### src/rtl/accel_channel_scheduler_pkg.sv
// conv_sched_pkg: shared types and width helpers for accel_channel_scheduler.
//   sched_state_t : scheduler FSM state codes (IDLE=0, ISSUE=1, WAIT=2, RESP=3)
//   CH_IDX_W      : channel index width, never narrower than 1 bit
//   TMO_CNT_W     : width of the WAIT timeout counter (counts 0..TIMEOUT_CYCLES-1)
package conv_sched_pkg;

  typedef enum logic [1:0] {
    IDLE  = 2'd0,
    ISSUE = 2'd1,
    WAIT  = 2'd2,
    RESP  = 2'd3
  } sched_state_t;

  function automatic int CH_IDX_W(input int channels);
    return (channels > 1) ? $clog2(channels) : 1;
  endfunction

  function automatic int TMO_CNT_W(input int timeout_cycles);
    return (timeout_cycles > 2) ? $clog2(timeout_cycles) : 1;
  endfunction

endpackage

### src/rtl/accel_channel_scheduler_if.sv
// accel_channel_scheduler_if: requester-side handshake bundle of the scheduler.
//   req_valid/req_ready   : per-channel window request handshake (one-hot ready)
//   req_data/req_filter   : flat operands, channel n at [n*KK*DW +: KK*DW]
//   rsp_valid/rsp_ready   : per-channel result handshake (one-hot valid)
//   rsp_data/rsp_timeout  : shared result bus and timed-out-result flag
// Modports: master = requesters (Convolution_Controller side), slave = scheduler.
interface accel_channel_scheduler_if #(
  parameter int DATA_WIDTH  = 32,
  parameter int KERNEL_SIZE = 3,
  parameter int CHANNELS    = 2
);
  localparam int KK = KERNEL_SIZE * KERNEL_SIZE;

  logic [CHANNELS-1:0]               req_valid;
  logic [CHANNELS-1:0]               req_ready;
  logic [CHANNELS*KK*DATA_WIDTH-1:0] req_data;
  logic [CHANNELS*KK*DATA_WIDTH-1:0] req_filter;
  logic [CHANNELS-1:0]               rsp_valid;
  logic [CHANNELS-1:0]               rsp_ready;
  logic [DATA_WIDTH-1:0]             rsp_data;
  logic                              rsp_timeout;

  modport master (
    output req_valid, req_data, req_filter, rsp_ready,
    input  req_ready, rsp_valid, rsp_data, rsp_timeout
  );

  modport slave (
    input  req_valid, req_data, req_filter, rsp_ready,
    output req_ready, rsp_valid, rsp_data, rsp_timeout
  );

endinterface

### src/rtl/accel_channel_scheduler_rr_arbiter.sv
// rr_arbiter: combinational round-robin pick.
//   req       in  CHANNELS  pending requests
//   rr_ptr    in  IW        highest-priority channel for this pick
//   grant     out CHANNELS  one-hot grant (all zero when nothing requests)
//   grant_idx out IW        index of the granted channel (0 when none)
module rr_arbiter
  import conv_sched_pkg::*;
#(
  parameter int CHANNELS = 2
) (
  input  logic [CHANNELS-1:0]           req,
  input  logic [CH_IDX_W(CHANNELS)-1:0] rr_ptr,
  output logic [CHANNELS-1:0]           grant,
  output logic [CH_IDX_W(CHANNELS)-1:0] grant_idx
);
  localparam int IW = CH_IDX_W(CHANNELS);

  logic found;
  int   pos;

  // Scan channels starting at rr_ptr, wrapping past CHANNELS-1; first hit wins.
  always_comb begin
    grant     = '0;
    grant_idx = '0;
    found     = 1'b0;
    pos       = 0;
    for (int k = 0; k < CHANNELS; k++) begin
      pos = int'(rr_ptr) + k;
      if (pos >= CHANNELS) pos = pos - CHANNELS;
      for (int j = 0; j < CHANNELS; j++) begin
        if (!found && req[j] && (j == pos)) begin
          found     = 1'b1;
          grant[j]  = 1'b1;
          grant_idx = IW'(j);
        end
      end
    end
  end

endmodule

### src/rtl/accel_channel_scheduler.sv
// accel_channel_scheduler: time-shares one matrixAccelerator between CHANNELS requesters.
// Round-robin accepts one window/filter pair, drives the accelerator operands, pulses
// accel_start for one cycle, waits for accel_ready and returns accel_sum to the granted channel.
//   Clk, Rst           clock, synchronous active-high reset
//   chan (slave)       request/response handshake bundle
//   accel_multiplier   window operands to the accelerator
//   accel_multiplicand filter operands to the accelerator
//   accel_start        start pulse, all KK bits identical
//   accel_sum/ready    accelerator result and its completion strobe
//   busy               FSM not in IDLE
//   grant_id           index of the current/last granted channel
// Optional build macro: SCHED_TIMEOUT_EN adds a WAIT timeout of TIMEOUT_CYCLES cycles that
// answers with rsp_data=0 and rsp_timeout=1.
module accel_channel_scheduler
  import conv_sched_pkg::*;
#(
  parameter int DATA_WIDTH     = 32,
  parameter int KERNEL_SIZE    = 3,
  parameter int CHANNELS       = 2,
  parameter int TIMEOUT_CYCLES = 64
) (
  input  logic                                        Clk,
  input  logic                                        Rst,
  accel_channel_scheduler_if.slave                    chan,
  output logic [KERNEL_SIZE*KERNEL_SIZE*DATA_WIDTH-1:0] accel_multiplier,
  output logic [KERNEL_SIZE*KERNEL_SIZE*DATA_WIDTH-1:0] accel_multiplicand,
  output logic [KERNEL_SIZE*KERNEL_SIZE-1:0]          accel_start,
  input  logic [DATA_WIDTH-1:0]                       accel_sum,
  input  logic                                        accel_ready,
  output logic                                        busy,
  output logic [CH_IDX_W(CHANNELS)-1:0]               grant_id
);
  localparam int KK  = KERNEL_SIZE * KERNEL_SIZE;
  localparam int OPW = KK * DATA_WIDTH;
  localparam int IW  = CH_IDX_W(CHANNELS);

  sched_state_t          state_q, state_d;
  logic [IW-1:0]         rr_ptr_q, grant_id_q, arb_idx;
  logic [CHANNELS-1:0]   arb_grant, req_ready_c, rsp_valid_c, rsp_onehot;
  logic [OPW-1:0]        mult_q, mcand_q, sel_data, sel_filt;
  logic [DATA_WIDTH-1:0] rsp_data_q;
  logic                  rsp_fire, tmo_expire;

  rr_arbiter #(.CHANNELS(CHANNELS)) u_arb (
    .req       (chan.req_valid),
    .rr_ptr    (rr_ptr_q),
    .grant     (arb_grant),
    .grant_idx (arb_idx)
  );

  // Operand mux keyed by the one-hot grant so every slice base is a constant.
  always_comb begin
    sel_data = '0;
    sel_filt = '0;
    for (int n = 0; n < CHANNELS; n++) begin
      if (arb_grant[n]) begin
        sel_data = chan.req_data[n*OPW +: OPW];
        sel_filt = chan.req_filter[n*OPW +: OPW];
      end
    end
  end

  assign rsp_onehot = CHANNELS'(1) << grant_id_q;
  assign rsp_fire   = |(rsp_onehot & chan.rsp_ready);

  always_ff @(posedge Clk) begin
    if (Rst) state_q <= IDLE;
    else     state_q <= state_d;
  end

  // accel_ready is only looked at in WAIT, so strobes in IDLE/ISSUE are dropped as stale.
  always_comb begin
    state_d     = state_q;
    req_ready_c = '0;
    rsp_valid_c = '0;
    accel_start = '0;
    case (state_q)
      IDLE: begin
        req_ready_c = arb_grant;
        if (|arb_grant) state_d = ISSUE;
      end
      ISSUE: begin
        accel_start = '1;
        state_d     = WAIT;
      end
      WAIT: begin
        if (accel_ready || tmo_expire) state_d = RESP;
      end
      RESP: begin
        rsp_valid_c = rsp_onehot;
        if (rsp_fire) state_d = IDLE;
      end
      default: state_d = IDLE;
    endcase
  end

  // Operands and grant are captured on the accepting cycle and held until the next accept.
  always_ff @(posedge Clk) begin
    if (Rst) begin
      mult_q     <= '0;
      mcand_q    <= '0;
      grant_id_q <= '0;
      rr_ptr_q   <= '0;
      rsp_data_q <= '0;
    end else begin
      if (state_q == IDLE && |arb_grant) begin
        mult_q     <= sel_data;
        mcand_q    <= sel_filt;
        grant_id_q <= arb_idx;
      end
      if (state_q == WAIT) begin
        if (accel_ready)     rsp_data_q <= accel_sum;
        else if (tmo_expire) rsp_data_q <= '0;
      end
      if (state_q == RESP && rsp_fire)
        rr_ptr_q <= (grant_id_q == IW'(CHANNELS-1)) ? '0 : grant_id_q + 1'b1;
    end
  end

`ifdef SCHED_TIMEOUT_EN
  localparam int TW = TMO_CNT_W(TIMEOUT_CYCLES);

  logic [TW-1:0] tmo_cnt_q;
  logic          tmo_flag_q;

  // Counter sits at zero outside WAIT, so every WAIT entry starts a fresh count.
  assign tmo_expire = (tmo_cnt_q == TW'(TIMEOUT_CYCLES-1));

  always_ff @(posedge Clk) begin
    if (Rst) begin
      tmo_cnt_q  <= '0;
      tmo_flag_q <= 1'b0;
    end else begin
      if (state_q == WAIT) tmo_cnt_q <= tmo_cnt_q + 1'b1;
      else                 tmo_cnt_q <= '0;
      if (state_q == WAIT)                tmo_flag_q <= !accel_ready && tmo_expire;
      else if (state_q == RESP && rsp_fire) tmo_flag_q <= 1'b0;
    end
  end

  assign chan.rsp_timeout = (state_q == RESP) && tmo_flag_q;
`else
  assign tmo_expire       = 1'b0;
  assign chan.rsp_timeout = 1'b0;
`endif

  assign chan.req_ready     = req_ready_c;
  assign chan.rsp_valid     = rsp_valid_c;
  assign chan.rsp_data      = rsp_data_q;
  assign accel_multiplier   = mult_q;
  assign accel_multiplicand = mcand_q;
  assign busy               = (state_q != IDLE);
  assign grant_id           = grant_id_q;

endmodule

### src/flat_wrapper.sv
// flat-port wrapper written by rule: the top's interface ports become plain ports
module accel_channel_scheduler_flat import conv_sched_pkg::*;
#(
  parameter int DATA_WIDTH     = 32,
  parameter int KERNEL_SIZE    = 3,
  parameter int CHANNELS       = 2,
  parameter int TIMEOUT_CYCLES = 64
)
  (Clk, Rst, accel_multiplier, accel_multiplicand, accel_start, accel_sum, accel_ready, busy, grant_id, chan_req_valid, chan_req_data, chan_req_filter, chan_rsp_ready, chan_req_ready, chan_rsp_valid, chan_rsp_data, chan_rsp_timeout);
  accel_channel_scheduler_if #(.DATA_WIDTH(DATA_WIDTH), .KERNEL_SIZE(KERNEL_SIZE), .CHANNELS(CHANNELS)) chan_i ();
  input  logic Clk;
  input  logic Rst;
  output logic [KERNEL_SIZE*KERNEL_SIZE*DATA_WIDTH-1:0] accel_multiplier;
  output logic [KERNEL_SIZE*KERNEL_SIZE*DATA_WIDTH-1:0] accel_multiplicand;
  output logic [KERNEL_SIZE*KERNEL_SIZE-1:0] accel_start;
  input  logic [DATA_WIDTH-1:0] accel_sum;
  input  logic accel_ready;
  output logic busy;
  output logic [CH_IDX_W(CHANNELS)-1:0] grant_id;
  input wire logic [$bits(chan_i.req_valid)-1:0] chan_req_valid;
  input wire logic [$bits(chan_i.req_data)-1:0] chan_req_data;
  input wire logic [$bits(chan_i.req_filter)-1:0] chan_req_filter;
  input wire logic [$bits(chan_i.rsp_ready)-1:0] chan_rsp_ready;
  output wire logic [$bits(chan_i.req_ready)-1:0] chan_req_ready;
  output wire logic [$bits(chan_i.rsp_valid)-1:0] chan_rsp_valid;
  output wire logic [$bits(chan_i.rsp_data)-1:0] chan_rsp_data;
  output wire logic [$bits(chan_i.rsp_timeout)-1:0] chan_rsp_timeout;
  assign chan_i.req_valid = chan_req_valid;
  assign chan_i.req_data = chan_req_data;
  assign chan_i.req_filter = chan_req_filter;
  assign chan_i.rsp_ready = chan_rsp_ready;
  assign chan_req_ready = chan_i.req_ready;
  assign chan_rsp_valid = chan_i.rsp_valid;
  assign chan_rsp_data = chan_i.rsp_data;
  assign chan_rsp_timeout = chan_i.rsp_timeout;
  accel_channel_scheduler #(.DATA_WIDTH(DATA_WIDTH), .KERNEL_SIZE(KERNEL_SIZE), .CHANNELS(CHANNELS), .TIMEOUT_CYCLES(TIMEOUT_CYCLES)) u_core (.Clk(Clk), .Rst(Rst), .chan(chan_i), .accel_multiplier(accel_multiplier), .accel_multiplicand(accel_multiplicand), .accel_start(accel_start), .accel_sum(accel_sum), .accel_ready(accel_ready), .busy(busy), .grant_id(grant_id));
endmodule
### config.mk
export PLATFORM = sky130hd
export DESIGN_NAME = accel_channel_scheduler_flat
export DESIGN_NICKNAME = d
export VERILOG_FILES = /design/src/rtl/accel_channel_scheduler_pkg.sv /design/src/rtl/accel_channel_scheduler_if.sv /design/src/rtl/accel_channel_scheduler_rr_arbiter.sv /design/src/rtl/accel_channel_scheduler.sv /design/src/flat_wrapper.sv
export SDC_FILE = /design/constraint.sdc
export NUM_CORES = 1
export LEC_CHECK = 0
export CAP_MARGIN = 15
export CELL_PAD_IN_SITES_DETAIL_PLACEMENT = 1
export CELL_PAD_IN_SITES_GLOBAL_PLACEMENT = 1
export CORE_AREA = 2 2 718 720
export CTS_CLUSTER_SIZE = 20
export DETAILED_ROUTE_END_ITERATION = 16
export DIE_AREA = 0 0 720 722
export GPL_TIMING_DRIVEN = 0
export PLACE_DENSITY_LB_ADDON = 0.1
export SLEW_MARGIN = 40
export SYNTH_ARGS = -nofsm -noshare
export SYNTH_HDL_FRONTEND = slang
export SYNTH_SLANG_ARGS = --single-unit
### constraint.sdc
create_clock -name Clk -period 2.5 [get_ports Clk]
set_clock_uncertainty 0.15 [all_clocks]
set_input_delay 0.5 -clock Clk [delete_from_list [all_inputs] [get_ports Clk]]
set_output_delay 0.5 -clock Clk [all_outputs]
set_load 0.02 [all_outputs]
==> run metrics <==
status finished, violations left; failing checks negative setup slack; Core ar. 512,000 µm²; crit end category output port; Detail Route Antenna Nets 0; initial antenna violation count roughly 340; CTS tree yes; Slew Viols, Final 0; TNS Setup -1350 ps; row count 263; clock sink count 612; yosys warns 0; drt drc 0; PortBufs 1,812; worst path required time 1850 ps; GRT overflow 0; Setup Viol. Count Final 11; Chip Height 722 µm; Syn Inst Count 2,874; metal2 WL 189,000 µm; Leakage 20.1 nW; fin crit share 114%; Routed WL 396,000 µm; Global Route Usage Sum approximately 15%; uppermost routed layer met5; Seq cells post-synth about 610; max-cap viol count 0; share of layout cells above drive strength 1 12.2%; Syn-to-layout area delta 119%; first-pass GRT wire length 481,000 µm; WS Path Type flip-flop to output port; Distinct cells, synth 27; WL/cell 33.5 µm; fillers 60.0k; clk_lat worst skew approximately 880 ps; Die Wd 720 µm; RSZ-0062 raised after global routing yes; worst path arrival time 2200 ps; mean post-synth cell area 9.15 µm²; vias in the first global route 36.3k; Final nets 6,066; CTS root buffer clkbuf_16; crit start category flip-flop; RD Place Congestion 0.922; Clock Pin Slew Worst Setup and Hold Paths 60 ps; DR pass1 iterations 5; non-filler cells in the finished layout 11.8k; placed insts roughly 11k; sequential fraction of the synthesis area between 40% and 50%; # IOs 1,815; largest net degree at the start of global routing 17; DPL Wire Length 344,000 µm; Metal-1 WL 162,000 µm; Worst-Margin Slew 902 ps; fmax 350 MHz; DR WL met3 about 36,000 µm; Hold Vio Cnt, Final 0; starting density of the core roughly 5.1%; most common cell after layout, fill and taps aside clkdlybuf4s50_1; top-area cell type share of the netlist area 46.6%; most frequent cells in the layout clkdlybuf4s50_1 (1,186), dfxtp_1 (606), nor2_1 (578); fin worst setup slack -355 ps; CTS H-tree depth 3; area leader, netlist dfxtp_1; Final Util 11.2%; Max VDD drop around 0.00054 V; Slew headroom between 30% and 40%; dominant cells by area after synthesis dfxtp_1 (47%), o32ai_1 (19%), a211oi_1 (16%); fin crit period 2850 ps; clk buf depth 4; via count between 30k and 40k; Vias/cell 3.03; WHS 122 ps; DIE AREA around 520,000 µm²; Max FO, Critical Path 4; number of buffers created by CTS 108; DRT iter0 DRCs 2,094; Cell Area, Synth 26,300 µm²; Syn Nets slightly above 4k; Hold Path Class input port to flip-flop; cell area power density 1050 nW/µm²
-- final timing paths --
| kind | from | slack [ps] | cells after the start | endpoint |
|---|---|---|---|---|
| max | u_core.state_q[0]$_SDFFE_PP0P_ | -350 | 6 | chan_req_ready[1] |
| min reg2reg | u_core.chan.rsp_data[13]$_SDFFE_PP0P_ | 310 | 2 | u_core.chan.rsp_data[13]$_SDFFE_PP0P_ |
| min | chan_req_data[168] | 120 | 3 | u_core.accel_multiplier[168]$_SDFFE_PP0P_ |
| max reg2reg | u_core.state_q[0]$_SDFFE_PP0P_ | 20 | 7 | u_core.accel_multiplier[5]$_SDFFE_PP0P_ |
-- power breakdown --
| group | total, mW | internal (mW) | switching, mW |
|---|---|---|---|
| logic | 30.0 | 9.71 | 20.3 |
| clock network | 15.7 | 9.27 | 6.42 |
| registers | 14.9 | 13.0 | 1.92 |
-- flip-flops by register name, indices dropped and copies added, names as in the netlist --
register / count
u_core.accel_multiplicand: 288
u_core.accel_multiplier: 288
u_core.grant_id: 1
u_core.state_q: 2
u_core.rr_ptr_q: 1
u_core.chan.rsp_data: 32
-- stage by stage --
| step | power [mW] | setup slack, ps | cell area (µm²) |
|---|---|---|---|
| floorplan | 27.7 | 469 | 26300 |
| global placement | 47.0 | -3310 | 52900 |
| detailed placement | 47.2 | -1450 | 53100 |
| CTS | 62.5 | -509 | 57100 |
| global route | 64.3 | -445 | 57400 |
| finish | 60.7 | -355 | 57500 |
-- area by class of cell --
type                    instances  area (µm²)  share of cell area [%]
diodes                         97         243                   0.422
multi-input cells            1852       12300                    21.4
inverters                       7        46.3                  0.0805
clock inverters                21         309                   0.537
plain buffers                 401        2290                    3.98
clock buffers                 167        3210                    5.59
well taps                    6757        8450                    14.7
flip-flops and latches        612       12300                    21.3
repair buffers               1889       18400                    31.9
-- critical path, stage by stage, from the launching register on --
cell and delay (ps):
dfxtp_4 360, inv_4 70, ha_4 170, inv_8 50, or3_4 460, inv_2 80
buf_6 120
-- per-layer routing --
metal / GRT usage, % / vias to the layer above
met5: 0 / -
met4: 2.75 / 134
met3: 5.69 / 582
met2: 24.8 / 1759
met1: 17.3 / 17781
li1: - / 15481
-- synthesized netlist by cell type --
master / number
a211o_1: 1
a211oi_1: 576
a21bo_2: 1
a21oi_1: 34
a222oi_1: 1
a2bb2oi_1: 1
and2_1: 2
buf_1: 1
buf_2: 182
buf_4: 35
buf_6: 1
clkbuf_1: 184
conb_1: 1
dfxtp_1: 612
ha_1: 4
inv_1: 6
inv_2: 1
mux2i_1: 2
nand2_1: 66
nand2b_1: 2
nor2_1: 579
nor2b_1: 2
o211a_1: 1
o21a_1: 1
o21ai_0: 1
o32ai_1: 576
or3_1: 1
-- cell families (layout without fill, tap and decap cells) --
kind of cell               count (synthesis)  in the layout  synth area share (%)
buffers and inverters                    410           2485                  7.25
DFF                                      612            612                  46.6
adders and majority gates                  4              4                 0.190
muxes                                      2              2                0.0761
other                                      1             98                0.0143
and+or+nand+nor                          652            652                  9.37
AOI/OAI and AO/OA                       1193           1193                  36.5
-- repair_timing --
item,CTS,global route
setup endpoints to repair,1143,175
hold endpoints to repair,51,0
hold buffers,51,0
setup buffers,10,9
pin swaps,4,5
resized for setup,983,98
Note: power is estimated with default switching activity, not from simulation.
